$ cat src/rtl/multicycle_ctrl_if.sv
// Control/datapath bundle for the multicycle RV32I controller: instruction fields
// and ALU/memory status in, datapath strobes and mux selects out.
interface multicycle_ctrl_if;
  logic [6:0] opcode;
  logic [2:0] funct3;
  logic       funct7b5;
  logic       aluZero;
  logic       aluLt;
  logic       memReady;
  logic       pcWrite;
  logic       irWrite;
  logic       regWrite;
  logic       memRead;
  logic       memWrite;
  logic       aluSrcA;
  logic [1:0] aluSrcB;
  logic [3:0] aluOp;
  logic       pcSrc;
  logic [1:0] resultSel;
  logic [3:0] state;
  logic       illegal;

  modport master (
    input  opcode, funct3, funct7b5, aluZero, aluLt, memReady,
    output pcWrite, irWrite, regWrite, memRead, memWrite,
           aluSrcA, aluSrcB, aluOp, pcSrc, resultSel, state, illegal
  );

  modport slave (
    output opcode, funct3, funct7b5, aluZero, aluLt, memReady,
    input  pcWrite, irWrite, regWrite, memRead, memWrite,
           aluSrcA, aluSrcB, aluOp, pcSrc, resultSel, state, illegal
  );
endinterface

$ cat src/rtl/multicycle_ctrl.sv
// Main control FSM of the multicycle RV32I core (fetch/decode/execute/mem/writeback).
// Define MC_CTRL_TRAP_EN to lock illegal opcodes in a TRAP state until reset.
module multicycle_ctrl (
  input  logic             clk,
  input  logic             rst_n,
  multicycle_ctrl_if.master bus
);

  typedef enum logic [3:0] {
    FETCH  = 4'd0,  DECODE = 4'd1,  MEMADR = 4'd2,  MEMRD  = 4'd3,
    MEMWB  = 4'd4,  MEMWR  = 4'd5,  EXECR  = 4'd6,  EXECI  = 4'd7,
    ALUWB  = 4'd8,  BRANCH = 4'd9,  JAL    = 4'd10, JALR   = 4'd11,
    LUI    = 4'd12, TRAP   = 4'd15
  } stateT;

  localparam logic [6:0] OP_LOAD   = 7'b0000011;
  localparam logic [6:0] OP_STORE  = 7'b0100011;
  localparam logic [6:0] OP_REG    = 7'b0110011;
  localparam logic [6:0] OP_IMM    = 7'b0010011;
  localparam logic [6:0] OP_BRANCH = 7'b1100011;
  localparam logic [6:0] OP_JAL    = 7'b1101111;
  localparam logic [6:0] OP_JALR   = 7'b1100111;
  localparam logic [6:0] OP_LUI    = 7'b0110111;
  localparam logic [6:0] OP_AUIPC  = 7'b0010111;

  localparam logic [3:0] ALU_ADD   = 4'd0;
  localparam logic [3:0] ALU_SUB   = 4'd1;
  localparam logic [3:0] ALU_AND   = 4'd2;
  localparam logic [3:0] ALU_OR    = 4'd3;
  localparam logic [3:0] ALU_XOR   = 4'd4;
  localparam logic [3:0] ALU_SLT   = 4'd5;
  localparam logic [3:0] ALU_SLTU  = 4'd6;
  localparam logic [3:0] ALU_SLL   = 4'd7;
  localparam logic [3:0] ALU_SRL   = 4'd8;
  localparam logic [3:0] ALU_SRA   = 4'd9;
  localparam logic [3:0] ALU_PASSB = 4'd10;

  stateT st, stNext;
  logic  opLegal;

  // funct7b5 selects SUB only for register ops; shifts honour it in both forms
  function automatic logic [3:0] aluDecode(input logic [2:0] f3, input logic f7, input logic isReg);
    logic [3:0] op;
    case (f3)
      3'b000:  op = (isReg && f7) ? ALU_SUB : ALU_ADD;
      3'b001:  op = ALU_SLL;
      3'b010:  op = ALU_SLT;
      3'b011:  op = ALU_SLTU;
      3'b100:  op = ALU_XOR;
      3'b101:  op = f7 ? ALU_SRA : ALU_SRL;
      3'b110:  op = ALU_OR;
      default: op = ALU_AND;
    endcase
    return op;
  endfunction

  always_comb begin
    opLegal = 1'b0;
    case (bus.opcode)
      OP_LOAD, OP_STORE, OP_REG, OP_IMM, OP_BRANCH,
      OP_JAL, OP_JALR, OP_LUI, OP_AUIPC: opLegal = 1'b1;
      default:                           opLegal = 1'b0;
    endcase
  end

  always_ff @(posedge clk) begin
    if (!rst_n) st <= FETCH;
    else        st <= stNext;
  end

  always_comb begin
    stNext = st;
    case (st)
      FETCH:  stNext = bus.memReady ? DECODE : FETCH;
      DECODE: begin
        case (bus.opcode)
          OP_LOAD, OP_STORE: stNext = MEMADR;
          OP_REG:            stNext = EXECR;
          OP_IMM:            stNext = EXECI;
          OP_BRANCH:         stNext = BRANCH;
          OP_JAL:            stNext = JAL;
          OP_JALR:           stNext = JALR;
          OP_LUI, OP_AUIPC:  stNext = LUI;
`ifdef MC_CTRL_TRAP_EN
          default:           stNext = TRAP;
`else
          default:           stNext = FETCH;
`endif
        endcase
      end
      MEMADR: stNext = (bus.opcode == OP_STORE) ? MEMWR : MEMRD;
      MEMRD:  stNext = bus.memReady ? MEMWB : MEMRD;
      MEMWR:  stNext = bus.memReady ? FETCH : MEMWR;
      EXECR, EXECI, LUI: stNext = ALUWB;
`ifdef MC_CTRL_TRAP_EN
      TRAP:   stNext = TRAP;
`else
      TRAP:   stNext = FETCH;
`endif
      default: stNext = FETCH;
    endcase
  end

  // Outputs are held at zero while reset is asserted so nothing fires mid-abandon
  always_comb begin
    bus.pcWrite   = 1'b0;
    bus.irWrite   = 1'b0;
    bus.regWrite  = 1'b0;
    bus.memRead   = 1'b0;
    bus.memWrite  = 1'b0;
    bus.aluSrcA   = 1'b0;
    bus.aluSrcB   = 2'b00;
    bus.aluOp     = ALU_ADD;
    bus.pcSrc     = 1'b0;
    bus.resultSel = 2'b00;
    bus.illegal   = 1'b0;
    if (rst_n) begin
      case (st)
        FETCH: begin
          bus.memRead = 1'b1;
          bus.aluSrcA = 1'b1;
          bus.aluSrcB = 2'b01;
          bus.irWrite = bus.memReady;
          bus.pcWrite = bus.memReady;
        end
        DECODE: begin
          bus.aluSrcA = 1'b1;
          bus.aluSrcB = 2'b10;
`ifndef MC_CTRL_TRAP_EN
          bus.illegal = !opLegal;
`endif
        end
        MEMADR: bus.aluSrcB = 2'b10;
        MEMRD:  bus.memRead = 1'b1;
        MEMWB: begin
          bus.regWrite  = 1'b1;
          bus.resultSel = 2'b01;
        end
        MEMWR:  bus.memWrite = 1'b1;
        EXECR:  bus.aluOp = aluDecode(bus.funct3, bus.funct7b5, 1'b1);
        EXECI: begin
          bus.aluSrcB = 2'b10;
          bus.aluOp   = aluDecode(bus.funct3, bus.funct7b5, 1'b0);
        end
        ALUWB:  bus.regWrite = 1'b1;
        BRANCH: begin
          // funct3[2] picks compare vs equality, funct3[1] unsigned, funct3[0] inverts
          if (!bus.funct3[2])     bus.aluOp = ALU_SUB;
          else if (!bus.funct3[1]) bus.aluOp = ALU_SLT;
          else                     bus.aluOp = ALU_SLTU;
          bus.pcWrite = bus.funct3[2] ? (bus.aluLt ^ bus.funct3[0])
                                      : (bus.aluZero ^ bus.funct3[0]);
          bus.pcSrc   = 1'b1;
        end
        JAL: begin
          bus.pcWrite   = 1'b1;
          bus.pcSrc     = 1'b1;
          bus.regWrite  = 1'b1;
          bus.resultSel = 2'b10;
        end
        JALR: begin
          bus.aluSrcB   = 2'b10;
          bus.pcWrite   = 1'b1;
          bus.regWrite  = 1'b1;
          bus.resultSel = 2'b10;
        end
        LUI: begin
          bus.aluSrcB = 2'b10;
          if (bus.opcode == OP_AUIPC) bus.aluSrcA = 1'b1;
          else                        bus.aluOp   = ALU_PASSB;
        end
`ifdef MC_CTRL_TRAP_EN
        TRAP:   bus.illegal = 1'b1;
`endif
        default: ;
      endcase
    end
  end

  assign bus.state = st;

endmodule

$ cat src/flat_wrapper.sv
// flat-port wrapper written by rule: the top's interface ports become plain ports
module multicycle_ctrl_flat 
  (clk, rst_n, bus_opcode, bus_funct3, bus_funct7b5, bus_aluZero, bus_aluLt, bus_memReady, bus_pcWrite, bus_irWrite, bus_regWrite, bus_memRead, bus_memWrite, bus_aluSrcA, bus_aluSrcB, bus_aluOp, bus_pcSrc, bus_resultSel, bus_state, bus_illegal);
  multicycle_ctrl_if bus_i ();
  input  logic clk;
  input  logic rst_n;
  input wire logic [$bits(bus_i.opcode)-1:0] bus_opcode;
  input wire logic [$bits(bus_i.funct3)-1:0] bus_funct3;
  input wire logic [$bits(bus_i.funct7b5)-1:0] bus_funct7b5;
  input wire logic [$bits(bus_i.aluZero)-1:0] bus_aluZero;
  input wire logic [$bits(bus_i.aluLt)-1:0] bus_aluLt;
  input wire logic [$bits(bus_i.memReady)-1:0] bus_memReady;
  output wire logic [$bits(bus_i.pcWrite)-1:0] bus_pcWrite;
  output wire logic [$bits(bus_i.irWrite)-1:0] bus_irWrite;
  output wire logic [$bits(bus_i.regWrite)-1:0] bus_regWrite;
  output wire logic [$bits(bus_i.memRead)-1:0] bus_memRead;
  output wire logic [$bits(bus_i.memWrite)-1:0] bus_memWrite;
  output wire logic [$bits(bus_i.aluSrcA)-1:0] bus_aluSrcA;
  output wire logic [$bits(bus_i.aluSrcB)-1:0] bus_aluSrcB;
  output wire logic [$bits(bus_i.aluOp)-1:0] bus_aluOp;
  output wire logic [$bits(bus_i.pcSrc)-1:0] bus_pcSrc;
  output wire logic [$bits(bus_i.resultSel)-1:0] bus_resultSel;
  output wire logic [$bits(bus_i.state)-1:0] bus_state;
  output wire logic [$bits(bus_i.illegal)-1:0] bus_illegal;
  assign bus_i.opcode = bus_opcode;
  assign bus_i.funct3 = bus_funct3;
  assign bus_i.funct7b5 = bus_funct7b5;
  assign bus_i.aluZero = bus_aluZero;
  assign bus_i.aluLt = bus_aluLt;
  assign bus_i.memReady = bus_memReady;
  assign bus_pcWrite = bus_i.pcWrite;
  assign bus_irWrite = bus_i.irWrite;
  assign bus_regWrite = bus_i.regWrite;
  assign bus_memRead = bus_i.memRead;
  assign bus_memWrite = bus_i.memWrite;
  assign bus_aluSrcA = bus_i.aluSrcA;
  assign bus_aluSrcB = bus_i.aluSrcB;
  assign bus_aluOp = bus_i.aluOp;
  assign bus_pcSrc = bus_i.pcSrc;
  assign bus_resultSel = bus_i.resultSel;
  assign bus_state = bus_i.state;
  assign bus_illegal = bus_i.illegal;
  multicycle_ctrl u_core (.clk(clk), .rst_n(rst_n), .bus(bus_i));
endmodule
$ cat config.mk
export PLATFORM = sky130hd
export DESIGN_NAME = multicycle_ctrl_flat
export DESIGN_NICKNAME = d
export VERILOG_FILES = /design/src/rtl/multicycle_ctrl_if.sv /design/src/rtl/multicycle_ctrl.sv /design/src/flat_wrapper.sv
export SDC_FILE = /design/constraint.sdc
export NUM_CORES = 1
export LEC_CHECK = 0
export CELL_PAD_IN_SITES_DETAIL_PLACEMENT = 1
export CELL_PAD_IN_SITES_GLOBAL_PLACEMENT = 1
export CORE_MARGIN = 5
export CORE_UTILIZATION = 28
export CTS_BUF_LIST = sky130_fd_sc_hd__clkbuf_16
export CTS_CLUSTER_DIAMETER = 200
export DETAILED_ROUTE_END_ITERATION = 12
export PLACE_DENSITY = 0.9
export SKIP_LAST_GASP = 1
export SLEW_MARGIN = 20
export SYNTH_ARGS = -nofsm -noshare
export SYNTH_HDL_FRONTEND = slang
export SYNTH_SLANG_ARGS = --single-unit
$ cat constraint.sdc
create_clock -name clk -period 1.6 [get_ports clk]
set_input_delay 0.32 -clock clk [delete_from_list [all_inputs] [get_ports clk]]
set_output_delay 0.32 -clock clk [all_outputs]
set_load 0.1 [all_outputs]
==> flow_summary.ini, run 1 <==
[outcome]
run_status = aborted with a tool error
haltStage = 5_1_grt
error = [ERROR DPL-0033] detailed placement checks failed during check placement.

[floorplan]
die_w_um = 63.2
start_util_pct = 29.0
dieHeight_um = 63.2
rows = 19
io_pins = 36

[cts]
htreeDepth = 1
cts_made_buffers = 3
clock_sinks = 4
clockBufferDepth = 2
ctsRootBufferMaster = clkbuf_16

[synth]
avgSynthCellArea_um2 = 6.84
synthDistinctLibCells = 47
syn_area_um2 = 793
ys_ff_latch = 4
seq_area_frac_synth_pct = 10.1
synth_fp_nets = 132
syn-instance-count = 116
ys.warnings.count = 0
synth_flop_cell = dfxtp_1
synthArstFlopShare_pct = 0
synth_edf_count = 0

[timing]
worst_path_end_type = output port
postGrtWorstEndpoint = bus_aluOp[1]

[placement]
gp_congestion = 0.851
numPortBuffers = 35
place_inst = 209
dp_hpwl_um = 3230

[grt]
grt_max_degree = 12
grt_antenna_before_repair = 1
cells by family after synthesis:
| logic type | Yosys count | synth area share [%] |
|---|---|---|
| simple gates | 65 | 52.1 |
| xor+xnor | 4 | 4.42 |
| compound gates | 30 | 24.3 |
| mux | 1 | 1.26 |
| flops | 4 | 10.1 |
| buf+inv | 12 | 7.89 |
synth_stat cells (2+ instances only):
master,instances,area [um2]
dfxtp_1,4,80.1
xor2_1,2,17.5
nand2b_1,5,31.3
buf_4,3,22.5
nand4_1,2,12.5
inv_1,3,11.3
nand3_1,3,15.0
buf_2,5,25.0
o21ai_0,4,20.0
nand2_1,14,52.6
a311oi_1,2,17.5
and4b_1,2,20.0
a21oi_1,14,70.1
nor2b_1,2,12.5
nor2_1,11,41.3
nor3_1,6,30.0
nor3b_1,3,22.5
xnor2_1,2,17.5
through the flow:
stage	instance area [um2]	utilization [%]	worst slack [ns]	hold WS, ns	TNS [ns]
3_5_place_dp	1790	65.5	-0.655	0.684	-6.75
3_3_place_gp	1790	65.5	-0.566	0.655	-5.73
2_1_floorplan	1010	-	-0.730	0.527	-6.60
4_1_cts	1970	71.9	-0.319	0.720	-3.50
what timing repair did:
action,in CTS
hold buffers,0
setup buffers,1
endpoints found under the setup margin,19
resized for setup,51
pin swaps,16
==> inputs of run 2 (changes only) <==
==> config.mk (replaced) <==
export PLATFORM = sky130hd
export DESIGN_NAME = multicycle_ctrl_flat
export DESIGN_NICKNAME = d
export VERILOG_FILES = /design/src/rtl/multicycle_ctrl_if.sv /design/src/rtl/multicycle_ctrl.sv /design/src/flat_wrapper.sv
export SDC_FILE = /design/constraint.sdc
export NUM_CORES = 1
export LEC_CHECK = 0
export CORE_AREA = 5 5 66 68
export DETAILED_ROUTE_END_ITERATION = 12
export DIE_AREA = 0 0 71 73
export PLACE_DENSITY_LB_ADDON = 0.15
export SKIP_LAST_GASP = 1
export SLEW_MARGIN = 20
export SYNTH_ARGS = -nofsm -noshare
export SYNTH_HDL_FRONTEND = slang
export SYNTH_SLANG_ARGS = --single-unit
==> flow_summary.ini, run 2 <==
[floorplan]
dieHeight_um = 73
die_w_um = 71
rows = 23
core_um2 = 3800
io_pins = 36
start_util_pct = 20.9
die_area_um2 = 5180

[synth]
synthDistinctLibCells = 47
ys.warnings.count = 0
synthTopCellsByCount = a21oi_1, nand2_1, nor2_1
syn_area_um2 = 793
synthArstFlopShare_pct = 0
ys_ff_latch = 4
seq_area_frac_synth_pct = 10.1
avgSynthCellArea_um2 = 6.84
yosysTopAreaCell = dfxtp_1
synth_flop_cell = dfxtp_1
syn-instance-count = 116
synth_fp_nets = 132
synth_edf_count = 0
netlist.area_leader.share_pct = 10.1
synth_area_leaders = dfxtp_1, a21oi_1, nand2_1, nor2_1, nand2b_1

[route]
dr_wl_met3_um = 185
ant_nets = 0
routed_wirelength_um = 3590
routedWlPerCell_um = 14.3
dr.pass1.iters = 4
route.vias.total = 1213
drc = 0
wl_met1_um = 1420
top_layer_used = met4
route.met2.wl_um = 1960
drt-initial-drc-count = 81
via_per_inst = 4.81

[setup_path]
worstSetupEndpointType = output pin
cp_slowest_stage_delay_ns = 0.39
worst_r2r_endpoint = u_core.bus.state[0]
worstSetupPathType = reg2out
crit_chain = buf_6 -> nand3b_4 -> o21ai_2 -> nand2_2 -> a311oi_4 -> buf_12
r2r_setup_slack_ns = 0.12
critPathRequiredTime_ns = 1.28
critPathArrivalTime_ns = 1.56
cp_max_fo = 6
rr_startpoint = u_core.bus.state[0]
rr_worst_depth = 7
cp-start-kind = flip-flop
cp_slowest_cell = dfxtp_4

[power_and_ir_drop]
p_comb_share_pct = 55.3
switchingPower_mw = 0.289
p_leak_nw = 0.941
pwr-share-seq_pct = 14.0
netSwitchingFraction_pct = 39.2
p_int_mw = 0.448
pwr-share-clk_pct = 30.7
power_per_cell_area_nw_per_um2 = 332
irDropWorstVdd_uv = 183
finalPower_mw = 0.737

[placement]
numPortBuffers = 35
dp_hpwl_um = 2640
gp_congestion = 0.798
place_inst = 236

[grt]
grt_pass1_wl_um = 5690
overflow = 0
grt_max_degree = 10
grt_pass1_vias = 1244
grt_antenna_before_repair = 0
grt.total_usage_pct = 13.6

[outcome]
run_status = finished with violations
violations = negative setup slack

[timing]
max_freq_mhz = 533
rsz0062_at_grt = true
tightest_slew_ns = 0.321
setup_slack_ns = -0.276
period_share_pct = 117
final-hold-violation-count = 0
final-setup-viol-count = 16
skew_ns = 0.00328
slew-limit-headroom_pct = 78.3
slew_violations = 0
final.min_clock_period_ns = 1.88

[final_layout]
antenna_cells = 0
drive_gt1_share_pct = 71.8
fin_nets = 220
fin_cells = 252
multi_input_area_um2 = 985
seqCellArea_um2 = 95.1
area_growth_syn_to_layout_pct = 180
layout.cells.most_common_list = buf_4, buf_12, buf_6
largest_reg_flops = 4
mostFrequentLayoutCell = buf_4
fillers = 332

[cts]
clock_sinks = 4
cts_made_buffers = 3
htreeDepth = 1
ctsRootBufferMaster = clkbuf_8
clk_pin_slew_ns = 0.04
clockBufferDepth = 2
cts_tree = done
cts_hold_buf = 0
clk_latency_ns = 0.23

[hold_path]
hold_class = in2reg
min_to = u_core.bus.state[1]
worstHoldStart = bus_opcode[1]
min_delay_path_depth = 4

[job]
max_cap_viol_count = 0
-- run 2: cells by family (layout without fill, tap and decap cells) --
logic type                after synthesis  after routing  share of synthesized area, %
AOI/OAI and AO/OA                      30             30                          24.3
xor gates and xnor gates                4              4                          4.42
buffers and inverters                  12             98                          7.89
DFF                                     4              4                          10.1
muxes                                   1              1                          1.26
and+or+nand+nor                        65             65                          52.1
-- run 2: per-layer routing --
metal	vias to the layer above	global-route usage [%]
met5	-	0
li1	601	-
met1	570	14.9
met4	0	2.51
met2	36	26.6
met3	6	3.31
-- run 2: power by group through the flow --
stage                     Combinational [mW]  Clock (mW)  Sequential, mW
after global routing                   0.428       0.237           0.104
after CTS                              0.387       0.228           0.103
after global placement                 0.360           0           0.105
after floorplan                        0.184           0           0.114
after detailed placement               0.365           0           0.105
final                                  0.408       0.226           0.104
-- run 2: worst max-delay path by stage --
stage                             start           end  slack [ns]  cells after the start
floorplan           u_core.bus.state[2]  bus_aluOp[2]       -0.73                      5
global placement          bus_funct3[2]   bus_pcWrite       -0.56                      6
detailed placement        bus_opcode[4]   bus_illegal       -0.62                      6
CTS                 u_core.bus.state[2]  bus_aluOp[2]       -0.25                      5
global route        u_core.bus.state[1]  bus_aluOp[2]       -0.33                      6
finish              u_core.bus.state[1]  bus_aluOp[2]       -0.28                      6
-- run 2: what timing repair did --
item	4_1_cts	5_1_grt
pin swaps	24	15
setup endpoints to repair	19	16
gates resized for setup	56	29
gates cloned	0	0
buffers inserted	7	7
-- run 2: final cells by class --
class / count / area share, %
Clock buffer: 3 / 1.86
Timing Repair Buffer: 92 / 46.2
Inverter: 3 / 0.507
Sequential cell: 4 / 4.28
Multi-Input combinational cell: 100 / 44.3
Tap cell: 50 / 2.82
-- run 2: worst max-delay path, delay by kind of cell, from the launching register on --
family / cells / cell delay [ns]
compound gates: 2 / 0.39
simple gates: 2 / 0.20
buf+inv: 2 / 0.34
flops: 1 / 0.39
-- run 2: metrics by stage --
step	hold slack [ns]	area (um2)	setup slack, ns	TNS, ns	utilization [%]
6_report	0.707	2220	-0.276	-2.86	58.5
2_1_floorplan	0.527	1010	-0.730	-6.60	-
4_1_cts	0.684	2100	-0.253	-2.24	55.2
3_5_place_dp	0.671	1870	-0.620	-6.39	49.3
5_1_grt	0.727	2220	-0.325	-3.71	58.5
3_3_place_gp	0.666	1870	-0.561	-6.10	49.3
No activity file was read; power rests on OpenSTA's default activity.
